`config.mk`:
```
export PLATFORM = sky130hd
export DESIGN_NAME = poisson_spike_encoder
export DESIGN_NICKNAME = d
export VERILOG_FILES = /design/src/rtl/poisson_spike_encoder.sv
export SDC_FILE = /design/constraint.sdc
export NUM_CORES = 1
export LEC_CHECK = 0
export ABC_AREA = 1
export CORE_UTILIZATION = 32
export CTS_BUF_LIST = sky130_fd_sc_hd__clkbuf_4
export DETAILED_ROUTE_END_ITERATION = 7
export GPL_TIMING_DRIVEN = 0
export PLACE_DENSITY = 0.51
export SYNTH_ARGS = -nofsm -noshare
export SYNTH_HDL_FRONTEND = slang
export SYNTH_SLANG_ARGS = --single-unit
```
`constraint.sdc`:
```
create_clock -name clk -period 2.7 [get_ports clk]
set_clock_uncertainty 0.2 [all_clocks]
set_input_delay 0.54 -clock clk [delete_from_list [all_inputs] [get_ports clk]]
set_output_delay 0.54 -clock clk [all_outputs]
set_load 0.01 [all_outputs]
```
`src/rtl/poisson_spike_encoder.sv`:
```
// poisson_spike_encoder
// Rate-codes a bank of pixel intensities into spike trains. Each decision
// compares one pixel against the upper PIX_W bits of an external 16-bit LFSR.
// The encoder advances the LFSR exactly once for every decision the consumer
// accepts. Decisions stream out over a valid/ready handshake, channel by
// channel, for T_STEPS timesteps.
//
// Optional feature: define SPIKE_CNT_EN to add spike_cnt[15:0]. It is a
// saturating count of the spikes accepted in the current run.
//
// state | meaning
// IDLE  | waiting for start; pixel bank writable
// RUN   | presenting one decision per channel per timestep
// DONE  | one-cycle completion pulse, then back to IDLE

module poisson_spike_encoder #(
    parameter int N_CH    = 16,
    parameter int PIX_W   = 8,
    parameter int T_STEPS = 32,
    localparam int CH_W   = $clog2(N_CH),
    localparam int STEP_W = $clog2(T_STEPS) + 1
) (
    input  logic              clk,
    input  logic              rst,
    input  logic              pix_wr_en,
    input  logic [CH_W-1:0]   pix_wr_addr,
    input  logic [PIX_W-1:0]  pix_wr_data,
    input  logic              start,
    input  logic [15:0]       lfsr_val,
    output logic              lfsr_shift,
    output logic              spike_valid,
    input  logic              spike_ready,
    output logic [CH_W-1:0]   spike_ch,
    output logic              spike_out,
    output logic              step_done,
    output logic              busy,
`ifdef SPIKE_CNT_EN
    output logic [15:0]       spike_cnt,
`endif
    output logic              done
);

    typedef enum logic [1:0] {
        IDLE = 2'd0,
        RUN  = 2'd1,
        DONE = 2'd2
    } state_t;

    state_t              state;
    logic [CH_W-1:0]     ch;
    logic [STEP_W-1:0]   step;
    logic                valid_q;
    logic                busy_q;
    logic                done_q;
    logic [PIX_W-1:0]    pix [N_CH];
    logic [PIX_W-1:0]    rnd;
    logic [PIX_W-1:0]    pix_sel;
    logic                accept;
    logic                ch_last;
    logic                step_last;
    logic                unused_lfsr;

    // Only the top PIX_W bits of the LFSR take part in the decision.
    assign unused_lfsr = ^lfsr_val;
    assign rnd         = lfsr_val[15 -: PIX_W];
    assign pix_sel     = pix[ch];

    assign accept      = valid_q & spike_ready;
    assign ch_last     = (ch == CH_W'(N_CH - 1));
    assign step_last   = (step == STEP_W'(T_STEPS - 1));

    // Handshake-facing outputs. The spike decision and the LFSR shift are
    // combinational so the shift lands in the same cycle as the accept.
    // During a stall the LFSR holds, so the decision holds as well.
    assign spike_valid = valid_q;
    assign spike_ch    = ch;
    assign spike_out   = valid_q & (pix_sel > rnd);
    assign lfsr_shift  = accept;
    assign step_done   = accept & ch_last;
    assign busy        = busy_q;
    assign done        = done_q;

    // Pixel bank: cleared on reset, writable only while idle.
    always_ff @(posedge clk or negedge rst) begin
        if (!rst) begin
            for (int i = 0; i < N_CH; i++) begin
                pix[i] <= '0;
            end
        end else if ((state == IDLE) && pix_wr_en && (32'(pix_wr_addr) < N_CH)) begin
            pix[pix_wr_addr] <= pix_wr_data;
        end
    end

    // Sequencer: channel/step counters and the registered status outputs.
    always_ff @(posedge clk or negedge rst) begin
        if (!rst) begin
            state   <= IDLE;
            ch      <= '0;
            step    <= '0;
            valid_q <= 1'b0;
            busy_q  <= 1'b0;
            done_q  <= 1'b0;
        end else begin
            case (state)
                IDLE: begin
                    done_q <= 1'b0;
                    if (start) begin
                        state   <= RUN;
                        ch      <= '0;
                        step    <= '0;
                        valid_q <= 1'b1;
                        busy_q  <= 1'b1;
                    end
                end
                RUN: begin
                    if (accept) begin
                        if (ch_last) begin
                            ch <= '0;
                            if (step_last) begin
                                state   <= DONE;
                                valid_q <= 1'b0;
                                busy_q  <= 1'b0;
                                done_q  <= 1'b1;
                            end else begin
                                step <= step + 1'b1;
                            end
                        end else begin
                            ch <= ch + 1'b1;
                        end
                    end
                end
                DONE: begin
                    done_q <= 1'b0;
                    state  <= IDLE;
                end
                default: begin
                    state   <= IDLE;
                    valid_q <= 1'b0;
                    busy_q  <= 1'b0;
                    done_q  <= 1'b0;
                end
            endcase
        end
    end

`ifdef SPIKE_CNT_EN
    // Spikes accepted in the current run; the count is kept after DONE.
    always_ff @(posedge clk or negedge rst) begin
        if (!rst) begin
            spike_cnt <= '0;
        end else if ((state == IDLE) && start) begin
            spike_cnt <= '0;
        end else if (accept && spike_out && (spike_cnt != 16'hFFFF)) begin
            spike_cnt <= spike_cnt + 16'd1;
        end
    end
`endif

endmodule

```
Word-level counts from Yosys, hierarchy flattened
Cells that the tools add are included.
{ "word_totals": {"ff_bits": 142, "latch_bits": 0, "ramBits": 0, "rom_bits": 0, "elab_cells": 80, "n_memories": 0} }
{ "op_classes": {"n_addsub": 2, "n_mul": 0, "div": 0, "magnitude_cmp": 4, "n_eq_ne": 9, "n_shift": 0, "n_mux": 29, "n_bitwise": 6, "n_reduce_logical": 9} }
{ "op_table": {"columns": ["operator", "n"], "rows": [
  ["128-bit bitwise mux", 1],
  ["8-bit binary-select mux with 4-bit select", 1],
  ["8-bit demux with 4-bit select", 1],
  ["6-bit two-way mux", 4],
  ["8-bit two-way mux", 3],
  ["4-bit two-way mux", 3],
  ["6-bit case mux with 2 select lines", 1],
  ["5-bit >= comparator, second input constant", 2],
  ["2-bit inequality test, second input constant", 5],
  ["4-bit NOT with 5-bit output", 2],
  ["5-bit AND reduction", 2],
  ["8-bit greater-than comparator", 1],
  ["1-bit two-way mux", 8],
  ["2-bit two-way mux", 4],
  ["4-bit case mux with 2 select lines", 1],
  ["6-bit by 1-bit adder with 6-bit output, second input constant", 1],
  ["6-bit by 5-bit equality test with 1-bit output, second input constant", 1],
  ["3-bit AND reduction", 2],
  ["5-bit by 1-bit less-than comparator with 1-bit output, second input constant", 1],
  ["4-bit by 1-bit adder with 4-bit output, second input constant", 1],
  ["4-bit equality test, second input constant", 1],
  ["2-bit case mux with 2 select lines", 1],
  ["4-bit AND reduction", 1],
  ["1-bit bitwise AND", 3],
  ["other kinds (7)", 8]
]} }

Depth between registers and ports, before layout
Gate-level depths: netlist of run 1.
{ "logic_depth": {"ltp_word": 6, "depth_mapped": 15, "mapped_depth_nobuf": 14} }

Worst setup path before layout of run 1
OpenSTA, ideal clock, no wires.
{ "synth_timing": {"path_type": "register to output", "startpoint": "reg ch[1] (netlist: spike_ch[1])", "endpoint": "out spike_out", "arrival_time_ns": 1.997, "required_time_ns": 1.960, "setup_slack_ns": -0.037, "stages_incl_launch_ff": 15, "n_path_buf": 1, "path_cell_list": "dfrtp_1 > inv_2 > clkbuf_1 > nor2_1 > o21ai_0 > nand3_1 > nand3_1 > nand2_1 > ha_1 > inv_1 > nor2_1 > nor2_1 > o21ai_0 > nand2_1 > a21oi_1"} }
{ "synth_between": {"elab_chain_cells": 6} }
{ "synth_rtl": {"columns": ["element", "line", "text"], "rows": [
  ["start, declared", "50", "logic [CH_W-1:0] ch;"],
  ["start signal, assigned", "128", "ch <= ch + 1'b1;"],
  ["4-bit NOT with 5-bit output (not written as such)", "66", "assign pix_sel = pix[ch];"],
  ["8-bit binary-select mux with 4-bit select", "66", null],
  ["8-bit two-way mux (not written as such) (2 in a row)", "66", null],
  ["8-bit greater-than comparator", "77", "assign spike_out = valid_q & (pix_sel > rnd);"],
  ["1-bit bitwise AND", "77", null],
  ["end, declared", "34", "output logic spike_out,"]
]} }
Every way passes these cells. The select of a mux whose other input is x is not followed.

Final worst setup path of run 1
{ "layout_timing": {"startpoint": "reg ch[0] (netlist: spike_ch[0])", "endpoint": "out spike_out"} }
Same word-level chain as after synthesis.

==> flow_summary.json, run 1 <==
{
  "dr.pass1.iters": 7,
  "syn_inst": 887,
  "synth_flop_cell": "dfrtp_1",
  "arrival_ps": 2850,
  "die-height_um": 151,
  "fp.coreArea_um2": 21800,
  "antenna_found_initial": 1,
  "met1_usage": 0.322,
  "grt_pass1_vias": 5832,
  "routed_wl_um": 23000,
  "synth-edff-count": 0,
  "p_leak_nw": 3.92,
  "drive_above_1_share": 0.161,
  "grt_pass1_wl_um": 35300,
  "ys_warn_count": 0,
  "synthArstFlopShare": 1.00,
  "worstPathRequired_ps": 1960,
  "drt_iter0_drc": 501,
  "path_max_fanout": 10,
  "start_kind": "flop",
  "grt_overflow": 0,
  "ios": 43,
  "p_per_area_nw_per_um2": 865,
  "grt_use_met3": 0.0407,
  "finalCriticalPeriod_ps": 3590,
  "crit_type": "reg -> out",
  "status": "finished with violations",
  "initial_core_util": 0.326,
  "place_ws_ps": -1190,
  "setup_slack_ps": -887,
  "fill_cells": 2283,
  "violations": "negative setup slack",
  "hold_path_class": "reg -> reg",
  "cts_sinks": 142,
  "die_w_um": 151,
  "dieArea_um2": 22800,
  "synth-seq-area-share": 0.500,
  "finalCritPeriodShare": 1.33,
  "max_slew.worst_pin.slew_ps": 902,
  "via_count": 6262,
  "cts-root-buf": "clkbuf_4",
  "p_clk_frac": 0.194,
  "finalWeightedCongestion": 0.863,
  "drc": 0,
  "dp_hpwl_um": 15900,
  "clockBufferDepth": 2,
  "avgSynthCellArea_um2": 8.01,
  "intPower_mw": 4.32,
  "clock_latency_ps": 560,
  "rsz0062_at_grt": "yes",
  "ff_latch_area_um2": 3560,
  "drv_slew": 0,
  "irDropWorstVdd_v": 0.000383,
  "grt_usage": 0.214,
  "area_growth_pct": 19.7,
  "syn_nets": 930,
  "fin_nets": 995,
  "relSlewSlack": 0.398,
  "synth.distinct_cells": 31,
  "sw_frac_of_total": 0.413,
  "ys_ff_latch": 142,
  "ant_nets": 0,
  "rows": 54,
  "grt_busiest_layer": "met1",
  "port_buffers": 34,
  "syn_area_um2": 7110,
  "p_switching_mw": 3.04,
  "fmax_mhz": 279,
  "tns_ps": -887,
  "hold_viol": 0,
  "routed_via_density": 5.03,
  "cap_violations": 0,
  "pwr-share-seq": 0.354,
  "setup.worst_path.end_class": "output pin",
  "combPwrFrac": 0.452,
  "grt_util_met2": 0.311,
  "multi_input_area_um2": 3160,
  "clkTransAtPathRegs_ps": 110,
  "cts_tree": "done",
  "grt_max_degree": 74,
  "wire_per_inst_um": 18.5,
  "setup_viol": 1,
  "ctsHtreeMaxLevel": 4,
  "numCtsBuffers": 17
}
-- worst max-delay path: stages, from the launching register on --
cell,delay (ps)
dfrtp_2,470
inv_2,70
clkbuf_2,270
o21ai_1,320
nand3_1,110
nand3_1,120
nand2_1,110
ha_1,300
nand2_1,90
nor2_4,100
nand2_1,70
a21oi_2,120
buf_2,140
-- final timing paths --
path / startpoint / cells past startpoint / slack, ps / end
hold / removal: pix[103]$_DFFE_PN0P_ / 2 / 290 / pix[103]$_DFFE_PN0P_
min in group asynchronous: rst / 2 / 350 / pix[33]$_DFFE_PN0P_
max in group asynchronous: rst / 3 / 1110 / spike_ch[0]$_DFFE_PN0P_
setup / recovery: spike_ch[0]$_DFFE_PN0P_ / 12 / -890 / spike_out
hold reg to reg: pix[103]$_DFFE_PN0P_ / 2 / 290 / pix[103]$_DFFE_PN0P_
setup reg to reg: state[0]$_DFFE_PN0P_ / 7 / 820 / pix[55]$_DFFE_PN0P_
-- cells in the final DEF, fill, tap and decap left out, drive strengths merged, types with 3 or more instances in the layout --
| cell type | n |
|---|---|
| a21oi | 5 |
| buf | 44 |
| bufinv | 3 |
| clkbuf | 36 |
| clkdlybuf4s50 | 31 |
| clkinv | 9 |
| clkinvlp | 4 |
| dfrtp | 142 |
| ha | 10 |
| inv | 65 |
| nand2 | 283 |
| nand3 | 69 |
| nand4 | 5 |
| nor2 | 72 |
| o211ai | 18 |
| o21ai | 161 |
-- cell type report --
type	instances	share of cell area
Timing Repair Buffer	46	0.0556
Sequential cell	142	0.418
Antenna cell	1	0.000294
Clock buffer	17	0.0150
Inverter	67	0.0309
Buffer	50	0.0506
Tap cell	280	0.0412
Multi-Input combinational cell	628	0.371
Clock inverter	14	0.0178
-- metal layers --
layer | share of wire | vias up | wire (um)
met2 | 0.43 | 215 | 10000
met4 | 0.016 | 0 | 364
met5 | 0 | - | 0
met3 | 0.067 | 20 | 1560
met1 | 0.48 | 3006 | 11100
li1 | - | 3021 | -
-- registers in the layout, summed over array words and instances, names as in the netlist --
| signal | count |
|---|---|
| busy | 1 |
| done | 1 |
| pix | 128 |
| spike_ch | 4 |
| state | 2 |
| step | 6 |
-- logic make-up (layout without fill, tap and decap cells) --
kind of cell	after synthesis	in the layout	share of synthesized area
AND/OR/NAND/NOR	432	432	0.262
AO/OA/AOI/OAI	186	186	0.142
flip-flops	142	142	0.500
buffers and inverters	117	194	0.0782
adder cells (fa/ha/maj)	10	10	0.0176
other	0	1	0
-- per-stage QoR --
stage          power (mW)  area [um2]  hold WS, ps  cells   util
6_report             7.36        8510          291   1245  0.390
5_1_grt              7.79        8510          314   1245  0.390
4_1_cts              6.98        8300          296   1239  0.380
3_5_place_dp         5.29        7830          266   1202  0.359
3_3_place_gp         5.26        7800          261   1201  0.358
2_1_floorplan        4.25        7110         44.4    887      -
-- power groups by stage --
stage / clock, mW / sequential, mW / combinational (mW)
global placement: 0 / 2.64 / 2.62
floorplan: 0 / 2.59 / 1.65
CTS: 1.45 / 2.60 / 2.93
global route: 1.53 / 2.64 / 3.61
finish: 1.43 / 2.61 / 3.33
detailed placement: 0 / 2.64 / 2.65
-- cell usage after synthesis, types with 2 or more instances --
library cell / count / area [um2]
buf_6: 11 / 124
ha_1: 10 / 125
nand2_1: 273 / 1020
buf_2: 16 / 80.1
inv_2: 6 / 22.5
nand3_2: 6 / 60.1
o21ai_1: 100 / 500
nand4_4: 2 / 42.5
nand2_2: 9 / 56.3
inv_1: 58 / 218
o21ai_0: 53 / 265
o211ai_1: 18 / 135
a21oi_1: 5 / 25.0
clkinv_1: 2 / 7.51
dfrtp_1: 142 / 3550
clkbuf_1: 20 / 75.1
o21ai_2: 8 / 70.1
nand3_1: 62 / 310
buf_4: 3 / 22.5
nand4_1: 3 / 18.8
nor2_1: 67 / 251
nor2_4: 4 / 45.0
-- what timing repair did --
action / 4_1_cts / 5_1_grt
hold buffers: 1 / 0
gates cloned: 0 / 2
endpoints found under the setup margin: 2 / 2
endpoints found under the hold margin: 69 / 0
resized for setup: 65 / 44
pin swaps: 7 / 24
setup buffers: 5 / 3
Note: power is estimated with default switching activity, not from simulation.
==> run 2, diff against run 1 <==
--- a/config.mk
+++ b/config.mk
@@ -6,6 +6,7 @@
 export NUM_CORES = 1
 export LEC_CHECK = 0
 export ABC_AREA = 1
+export CAP_MARGIN = 15
 export CORE_UTILIZATION = 32
 export CTS_BUF_LIST = sky130_fd_sc_hd__clkbuf_4
 export DETAILED_ROUTE_END_ITERATION = 7
==> run 2 against run 1 <==
Against the previous run:
- the run still ends with negative setup slack left
- routed wire length is the same
- clock-buffer cell count is the same
- register-to-register slack is essentially flat
- setup slack is the same
- utilization is the same
- final cell count is the same
- die area is the same
- via count is the same
- flip-flop and latch count is the same
- global-route usage is the same
- sequential share of layout area is the same
- critical path type unchanged
==> flow_summary.json, run 2 (synthesis results as in run 1) <==
{
  "status": "finished with violations",
  "violations": "negative setup slack",
  "p_leak_nw": 3.92,
  "drc": 0,
  "rows": 54,
  "irDropWorstVdd_v": 0.000383,
  "grt_pass1_vias": 5832,
  "wire_per_inst_um": 18.5,
  "relSlewSlack": 0.398,
  "holdWs_ps": 291,
  "drv_slew": 0,
  "fp.coreArea_um2": 21800,
  "start_kind": "flop",
  "routed_wl_um": 23000,
  "grt_overflow": 0,
  "numCtsBuffers": 17,
  "intPower_mw": 4.32,
  "cts-root-buf": "clkbuf_4",
  "initial_core_util": 0.326,
  "clockBufferDepth": 2,
  "drt_iter0_drc": 501,
  "clkTransAtPathRegs_ps": 110,
  "clock_latency_ps": 560,
  "setup.worst_path.end_class": "output pin",
  "cts_sinks": 142,
  "grt_max_degree": 74,
  "ctsHtreeMaxLevel": 4,
  "hold_viol": 0,
  "hold_path_class": "reg -> reg",
  "port_buffers": 34,
  "grt_usage": 0.214,
  "crit_type": "reg -> out",
  "cts_tree": "done",
  "area_growth_pct": 19.7,
  "worstPathRequired_ps": 1960,
  "via_count": 6262,
  "die_w_um": 151,
  "grt_pass1_wl_um": 35300,
  "pwr-share-seq": 0.354,
  "ios": 43,
  "antenna_found_initial": 1,
  "p_switching_mw": 3.04,
  "setup_viol": 1,
  "rsz0062_at_grt": "yes",
  "layout_commonest_cell": "nand2_1",
  "dp_hpwl_um": 15900,
  "place_ws_ps": -1190,
  "setup_slack_ps": -887,
  "path_max_fanout": 10,
  "layout_common_cells": "nand2_1, dfrtp_1, o21ai_1",
  "combPwrFrac": 0.452,
  "dr.pass1.iters": 7,
  "fin_total_pwr_mw": 7.36,
  "ant_nets": 0,
  "routed_via_density": 5.03,
  "dieArea_um2": 22800,
  "finalCritPeriodShare": 1.33,
  "p_clk_frac": 0.194,
  "fill_cells": 2283,
  "arrival_ps": 2850,
  "cap_violations": 0,
  "finalCriticalPeriod_ps": 3590,
  "drive_above_1_share": 0.161,
  "largest_register_ffs": 128,
  "regMostFlops": "pix",
  "fmax_mhz": 279,
  "max_slew.worst_pin.slew_ps": 902,
  "fin_nets": 995,
  "die-height_um": 151,
  "p_per_area_nw_per_um2": 865,
  "finalWeightedCongestion": 0.863,
  "sw_frac_of_total": 0.413
}
run 2: timing repair:
action / 4_1_cts / 5_1_grt
pin swaps: 7 / 24
cloned: 0 / 2
endpoints found under the setup margin: 2 / 2
setup buffers: 5 / 3
resized for setup: 65 / 44
hold endpoints to repair: 69 / 0
hold buffers: 1 / 0
run 2: final cells by class:
class / count / area [um2] / area share
Inverter: 67 / 263 / 0.0309
Antenna cell: 1 / 2.50 / 0.000294
Tap cell: 280 / 350 / 0.0412
Clock buffer: 17 / 128 / 0.0150
Sequential cell: 142 / 3560 / 0.418
Buffer: 50 / 430 / 0.0506
Clock inverter: 14 / 151 / 0.0178
Multi-Input combinational cell: 628 / 3160 / 0.371
Timing Repair Buffer: 46 / 473 / 0.0556
run 2: metal layers:
| metal | vias to the layer above | wire length [um] | part of all wire | global-route usage |
|---|---|---|---|---|
| met4 | 0 | 364 | 0.016 | 0.0545 |
| met5 | - | 0 | 0 | 0 |
| met2 | 215 | 10000 | 0.43 | 0.311 |
| li1 | 3021 | - | - | - |
| met3 | 20 | 1560 | 0.067 | 0.0407 |
| met1 | 3006 | 11100 | 0.48 | 0.322 |
run 2: worst max-delay path, stage by stage, from the launching register on:
cell	delay, ps
dfrtp_2	470
inv_2	70
clkbuf_2	270
o21ai_1	320
nand3_1	110
nand3_1	120
nand2_1	110
ha_1	300
nand2_1	90
nor2_4	100
nand2_1	70
a21oi_2	120
buf_2	140
run 2: path summary, 6_finish.rpt:
path                                               from                      end  slack (ps)  depth (start not counted)
worst max-delay path            spike_ch[0]$_DFFE_PN0P_                spike_out        -890                         12
worst min-delay path               pix[103]$_DFFE_PN0P_     pix[103]$_DFFE_PN0P_         290                          2
worst max register to register     state[0]$_DFFE_PN0P_      pix[55]$_DFFE_PN0P_         820                          7
worst min register to register     pix[103]$_DFFE_PN0P_     pix[103]$_DFFE_PN0P_         290                          2
min in group asynchronous                           rst      pix[33]$_DFFE_PN0P_         350                          2
max in group asynchronous                           rst  spike_ch[0]$_DFFE_PN0P_        1110                          3
run 2: power by group through the flow:
| stage | clock [mW] | combinational, mW | sequential, mW |
|---|---|---|---|
| after floorplan | 0 | 1.65 | 2.59 |
| after global placement | 0 | 2.62 | 2.64 |
| after detailed placement | 0 | 2.65 | 2.64 |
| after CTS | 1.45 | 2.93 | 2.60 |
| after global routing | 1.53 | 3.61 | 2.64 |
| final | 1.43 | 3.33 | 2.61 |
run 2: metrics by stage:
step	std cells	utilization	TNS [ps]	area, um2
floorplan	887	-	0	7110
global placement	1201	0.358	-749500	7800
detailed placement	1202	0.359	-1190	7830
CTS	1239	0.380	-1150	8300
global route	1245	0.390	-1010	8510
finish	1245	0.390	-887	8510
==> run 3, diff against run 2 <==
--- a/config.mk
+++ b/config.mk
@@ -15,3 +15,4 @@
 export SYNTH_ARGS = -nofsm -noshare
 export SYNTH_HDL_FRONTEND = slang
 export SYNTH_SLANG_ARGS = --single-unit
+export TNS_END_PERCENT = 50
==> run 3 against run 2 <==
Against the previous run:
- the run still ends with negative setup slack left
- maximum frequency decreased by 0.66%
- non-clock buffer count down 1
- combinational power hardly changed
- setup slack lost 24 ps
==> flow_summary.json, run 3 (synthesis results as in run 1) <==
{
  "die_w_um": 151,
  "cap_violations": 0,
  "grt_pass1_wl_um": 35300,
  "fp.coreArea_um2": 21800,
  "path_max_fanout": 10,
  "layout.cells.non_filler": 1244,
  "start_kind": "flop",
  "clockBufferDepth": 2,
  "relSlewSlack": 0.405,
  "antenna_found_initial": 1,
  "dieArea_um2": 22800,
  "worstPathRequired_ps": 1960,
  "setup.worst_path.end_class": "output pin",
  "grt_max_degree": 74,
  "drc": 0,
  "finalCriticalPeriod_ps": 3610,
  "cts_sinks": 142,
  "die-height_um": 151,
  "hold_viol": 0,
  "clkTransAtPathRegs_ps": 120,
  "fmax_mhz": 277,
  "drt_iter0_drc": 499,
  "layout_common_cells": "nand2_1, dfrtp_1, o21ai_1",
  "routed_wl_um": 23100,
  "dp.cells": 1202,
  "arrival_ps": 2870,
  "grt_usage": 0.214,
  "max_slew.worst_pin.slew_ps": 892,
  "rows": 54,
  "p_clk_frac": 0.194,
  "setup_slack_ps": -910,
  "layout_commonest_cell": "nand2_1",
  "ant_nets": 0,
  "fin_nets": 994,
  "cts_tree": "done",
  "hold_path_class": "reg -> reg",
  "regMostFlops": "pix",
  "drv_slew": 0,
  "path_delay_family": "buffers and inverters",
  "crit_type": "reg -> out",
  "cts-root-buf": "clkbuf_4",
  "sw_frac_of_total": 0.413,
  "p_leak_nw": 3.89,
  "area_growth_pct": 19.5,
  "min_from": "pix[103]$_DFFE_PN0P_",
  "multi_input_area_um2": 3150,
  "grt_pass1_vias": 5826,
  "intPower_mw": 4.32,
  "rsz0062_at_grt": "yes",
  "r2r_slack_ps": 820,
  "ios": 43,
  "fill_cells": 2284,
  "irDropWorstVdd_v": 0.000386,
  "p_switching_mw": 3.04,
  "wire_per_inst_um": 18.5,
  "violations": "negative setup slack",
  "crit_buf_inv": 5,
  "p_per_area_nw_per_um2": 866,
  "slowest_delay_ps": 470,
  "initial_core_util": 0.326,
  "ctsHtreeMaxLevel": 4,
  "dr.pass1.iters": 5,
  "cp_cell_sequence": "inv_2 -> buf_6 -> buf_6 -> o21ai_4 -> nand3_2 -> nand3_2 -> nand2_2 -> ha_4 -> inv_2 -> nor2_1 -> nor2_1 -> o21ai_1 -> nand2_1 -> a21oi_2 -> buf_2",
  "combPwrFrac": 0.451,
  "pwr-share-seq": 0.355,
  "place_ws_ps": -1190,
  "clock_latency_ps": 570,
  "finalCritPeriodShare": 1.34,
  "crit_path_start": "spike_ch[0]$_DFFE_PN0P_",
  "setup_viol": 2,
  "tns_ps": -1220,
  "status": "finished with violations",
  "dp_hpwl_um": 15900,
  "crit_slowest_cell": "dfrtp_2",
  "via_count": 6220,
  "drive_above_1_share": 0.159,
  "ff_latch_area_um2": 3560,
  "largest_register_ffs": 128,
  "numCtsBuffers": 17,
  "grt_overflow": 0,
  "port_buffers": 34,
  "finalWeightedCongestion": 0.863,
  "r2r-start": "state[0]$_DFFE_PN0P_",
  "routed_via_density": 5.00
}
-- run 3: cell count changes in the layout (fill, tap and decap cells not counted), sizes merged --
cell,previous run,this run
clkdlybuf4s50,31,32
dlymetal6s2s,1,0
buf,44,43
-- run 3: final cells by class --
type,count,area share
flip-flops and latches,142,0.419
clock buffers,17,0.0150
repair buffers,45,0.0545
diodes,1,0.000295
clock inverters,14,0.0178
well taps,280,0.0412
inverters,67,0.0309
multi-input cells,628,0.371
plain buffers,50,0.0507
-- run 3: power by group through the flow --
| stage | Clock, mW | Sequential (mW) | Combinational (mW) |
|---|---|---|---|
| finish | 1.43 | 2.61 | 3.32 |
| global route | 1.53 | 2.64 | 3.61 |
| CTS | 1.45 | 2.60 | 2.93 |
| detailed placement | 0 | 2.64 | 2.65 |
| global placement | 0 | 2.64 | 2.62 |
| floorplan | 0 | 2.59 | 1.65 |
-- run 3: path summary, 6_finish.rpt --
path,to,cells after the start
worst max-delay path,spike_out,15
worst min-delay path,pix[103]$_DFFE_PN0P_,2
worst max register to register,pix[55]$_DFFE_PN0P_,7
worst min register to register,pix[103]$_DFFE_PN0P_,2
max in group asynchronous,spike_ch[0]$_DFFE_PN0P_,3
min in group asynchronous,pix[33]$_DFFE_PN0P_,2
-- run 3: per-layer routing --
layer  track usage  wire (um)  up-vias
li1              -          -     3023
met1         0.322      11200     2962
met2         0.311       9870      202
met3        0.0407       1530       33
met4        0.0545        463        0
met5             0          0        -
-- run 3: worst register-to-register path, stage by stage (launching register included) --
cell,delay [ps]
dfrtp_1,460
nor2_4,170
nand2_4,120
nor2_4,170
nand3_2,260
buf_6,260
nand2_1,50
o21ai_1,50
-- run 3: repair_timing --
item / in CTS / in global routing
pin swaps: 6 / 24
cloned: 0 / 2
setup buffers: 4 / 3
endpoints found under the setup margin: 2 / 2
hold buffers: 1 / 0
hold endpoints to repair: 69 / 0
resized for setup: 65 / 42
-- run 3: metrics by stage --
stage | instance area, um2 | power, mW | util | hold slack, ps
after CTS | 8290 | 6.98 | 0.380 | 296
after floorplan | 7110 | 4.25 | - | 44.4
after global placement | 7800 | 5.26 | 0.358 | 261
final | 8490 | 7.36 | 0.389 | 291
after global routing | 8490 | 7.79 | 0.389 | 314
after detailed placement | 7830 | 5.29 | 0.359 | 266
==> edit 1: new RTL, config.mk and constraints of run 2 <==
Set the parameter `T_STEPS` to 64 (it was 32).
--- a/src/rtl/poisson_spike_encoder.sv
+++ b/src/rtl/poisson_spike_encoder.sv
@@ -18,3 +18,3 @@
     parameter int PIX_W   = 8,
-    parameter int T_STEPS = 32,
+    parameter int T_STEPS = 64,
     localparam int CH_W   = $clog2(N_CH),
Behaviour: no difference found for any inputs over 4 cycles, from zero or initial values and one cycle with rst low; that may be too few to reach the edited logic, so the function may still have changed.
==> edit 1 against run 2 <==
- the flow still finishes with violations (negative setup slack)
- count of clock-buffer cells in the layout increased by 1
- final area decreased by 2.1%
- fmax increased by 0.39%
- worst setup slack improved by 0.014 ns
- synthesized area decreased by 1.8%
- total power increased by 5.9%
- global-route usage increased by 0.99 points
- sequential cell count increased by 1
- first-iteration DRC count decreased by 4.2%
- wire length increased by 1.0%
- core utilization increased by 0.28 points
- synthesized cell count decreased by 0.11%
- critical endpoint unchanged
- highest routed layer unchanged
==> edit 1: results (changes against run 2) <==
- Sequential-to-total area share from yosys stat: 51.3% (+1.3 points)
- Crit path max-delay family: buffers and inverters
- # resized after CTS: 71 (+9.2%)
- Final WS setup: -0.873 ns (+0.0139 ns)
- Routability cong.: 0.970 (+12%)
- Leakage: 3.95 nW (+0.90%)
- Clk slew on worst S/H paths: 0.13 ns (+0.02 ns)
- Final HPWL DP: 16.1 mm (+1.3%)
- Failing checks: negative setup slack
- Area of placed instances: 7700 µm² (-1.7%)
- Routed length on met2: 10.3 mm (+2.6%)
- CP arrival: 2.83 ns (-0.02 ns)
- # Post-CTS Setup Buffers: 3 (-2)
- Final wirelength: 23.3 mm (+1.0%)
- Syn_nets: 929 (-0.11%)
- Met3 WL: 1.44 mm (-7.1%)
- Final setup fails: 2 (+1)
- Hold Path Class: in2async
- Vias: 6,221 (-0.65%)
- Fill count: 2,227 (-2.5%)
- Final setup TNS: -1.15 ns (-0.260 ns)
- Final Net Count: 988 (-0.70%)
- DP Worst Slack: -1.05 ns (+0.140 ns)
- Top cells by count, synth: nand2_1 (283), o21ai_0 (158), dfrtp_1 (143), nor2_1 (67), nand3_1 (61)
- Yosys cell types: 24 (-23%)
- First-pass GRT wire length: 36.7 mm (+3.8%)
- Area contributors post-synth: dfrtp_1 (51%), nand2_1 (15%), o21ai_0 (11%), nand3_1 (4.4%), nor2_1 (3.6%)
- DR pass1 iterations: 5 (-2)
- Grt met2 use: 34.4% (+3.2 points)
- Worst vdd ir: 331 µV (-13%)
- DRT iter0 DRCs: 480 (-4.2%)
- Share of post-route cells with drive strength above 1: 11.4% (-4.7 points)
- Relative max-transition margin: 40.2% (+0.33 points)
- Worst reg2reg setup slack: 0.55 ns (-0.27 ns)
- Status: complete, but fails checks
- Metal-1 WL: 11.1 mm (-0.63%)
edit 1: cell type report:
cell class | instances | area (µm²) | area share [%]
sequential | 143 | 3580 | 43.0
inverter | 64 | 241 | 2.90
clock buffer | 18 | 135 | 1.62
multi-input combinational | 628 | 2950 | 35.4
antenna | 1 | 2.50 | 0.0300
buffer | 51 | 429 | 5.15
tap | 275 | 344 | 4.13
timing repair buffer | 40 | 404 | 4.85
clock inverter | 14 | 244 | 2.93
edit 1: where the power goes:
part | switching [mW] | leakage, nW | internal [mW]
registers | 0.224 | 1.92 | 2.45
clock network | 0.804 | 0.200 | 1.01
logic | 2.08 | 1.83 | 1.23
total | 3.11 | 3.95 | 4.69
edit 1: logic make-up after synthesis:
kind of cell	Yosys count	share of synthesized area (%)
DFF	143	51.3
buffers and inverters	115	7.35
AOI/OAI and AO/OA	189	14.2
and+or+nand+nor	426	25.0
adders and majority gates	10	1.79
xor gates and xnor gates	3	0.377
==> edit 2: new RTL, config.mk and constraints of run 2 <==
Without the edit above. Encoding of `state_t`: now one-hot (3 bits for 3 states).
--- a/src/rtl/poisson_spike_encoder.sv
+++ b/src/rtl/poisson_spike_encoder.sv
@@ -42,6 +42,6 @@
 
-    typedef enum logic [1:0] {
-        IDLE = 2'd0,
-        RUN  = 2'd1,
-        DONE = 2'd2
+    typedef enum logic [2:0] {
+        IDLE = 3'b001,
+        RUN  = 3'b010,
+        DONE = 3'b100
     } state_t;
Function: same outputs for any inputs over 4 cycles, from zero or initial values and one cycle with rst low; so few cycles prove little.
==> edit 2 against run 2 <==
- the flow still finishes with violations (negative setup slack)
- clock power is 15% higher
- die area is 1.1% lower
- fmax is 2.2% lower
- wire length is 1.5% lower
- sequential cell count is 1 higher
- final area is 1.9% lower
- first-iteration DRC count is 3.6% higher
- synthesized area is 1.1% lower
- count of clock-buffer cells in the layout stayed put
- total power is 18% higher
- critical path depth is 2 lower
- worst setup slack worse by 0.081 ns
- final cell count is 0.80% higher
- critical endpoint unchanged
- largest cell class unchanged
==> edit 2: results (changes against run 2) <==
- Critical R2R Launch: state[0]$_DFFE_PN1P_
- Top cells by count, synth: nand2_1 (296), o21ai_0 (160), dfrtp_1 (142), nor2_1 (68)
- Fraction of standard cell area in multi-input logic: 36.4% (-0.67 points)
- Final setup fails: 1 (unchanged)
- Sequential-to-total area share from yosys stat: 50.9% (+0.94 points)
- CP startpoint: spike_ch[2]$_DFFE_PN0P_
- Max stage delay on crit path: 0.55 ns (+0.08 ns)
- Inverters: 71 (+6.0%)
- Seq area share: 42.9% (+1.1 points)
- Hold path startpoint: pix[102]$_DFFE_PN0P_
- Post-synthesis adder-cell area fraction: 1.78% (+0.020 points)
- Status: complete, but fails checks
- Pin count of the biggest net entering global routing: 76 (+2.7%)
- Grt met1 use: 31.1% (-1.1 points)
- Failing checks: negative setup slack
- Leakage: 3.86 nW (-1.5%)
- Average wire per standard cell: 18.1 µm (-2.2%)
- Final WS setup: -0.968 ns (-0.0811 ns)
- Worst vdd ir: 355 µV (-7.4%)
- Nonclk buf count: 90 (-6.3%)
- Hold Path Sink: pix[102]$_DFFE_PN0P_
- Worst-margin pin slew: 0.712 ns (-0.190 ns)
- Worst reg2reg setup slack: 0.47 ns (-0.35 ns)
- Post-route insts no fill: 1,255 (+0.80%)
- # resized after CTS: 51 (-22%)
- GR Layer Usage met3: 3.88% (-0.19 points)
- Routability cong.: 0.863 (about the same)
- Cells on worst reg2reg path: 6 (-1)
- Routed length on met2: 10.1 mm (+1.1%)
- Non-clock buffer share: 9.23% (-1.4 points)
- Synth Area in Compound Gates: 14.0% (-0.23 points)
- Yosys reg bits: 143 (+0.70%)
- First-pass GRT wire length: 35.1 mm (-0.53%)
- Multi-Input Combinational: 643 (+2.4%)
- Final Net Count: 1,009 (+1.4%)
[edit 2: cell types whose count changed in the layout (fill, tap and decap cells not counted), moves of 6 or more]
cell      before  now
o21ai_0       39  147
nand3_2       13    6
inv_1         56   66
buf_4         12    4
o21ai_2       10    1
o21ai_1      111   11
nand2_2       12    2
inv_2          8    2
nand2_1      268  294
clkbuf_1       8   15
buf_2          9   16
buf_6         18    7
nor2_1        60   66
[edit 2: power breakdown]
group	total (mW)	switching [mW]	internal [mW]
clock	1.65	0.829	0.823
combinational	3.30	1.99	1.31
sequential	3.74	0.601	3.14
[edit 2: metrics by stage]
step                      setup slack [ns]  utilization (%)  area (µm²)  setup TNS (ns)
final                               -0.968             39.2        8350          -0.968
after global routing                 -1.09             39.2        8350           -1.09
after CTS                           -0.942             39.0        8290          -0.942
after detailed placement             -1.05             36.7        7810           -1.05
after global placement               -5.29             36.5        7780         -753.62
after floorplan                    0.00343                -        7100               0
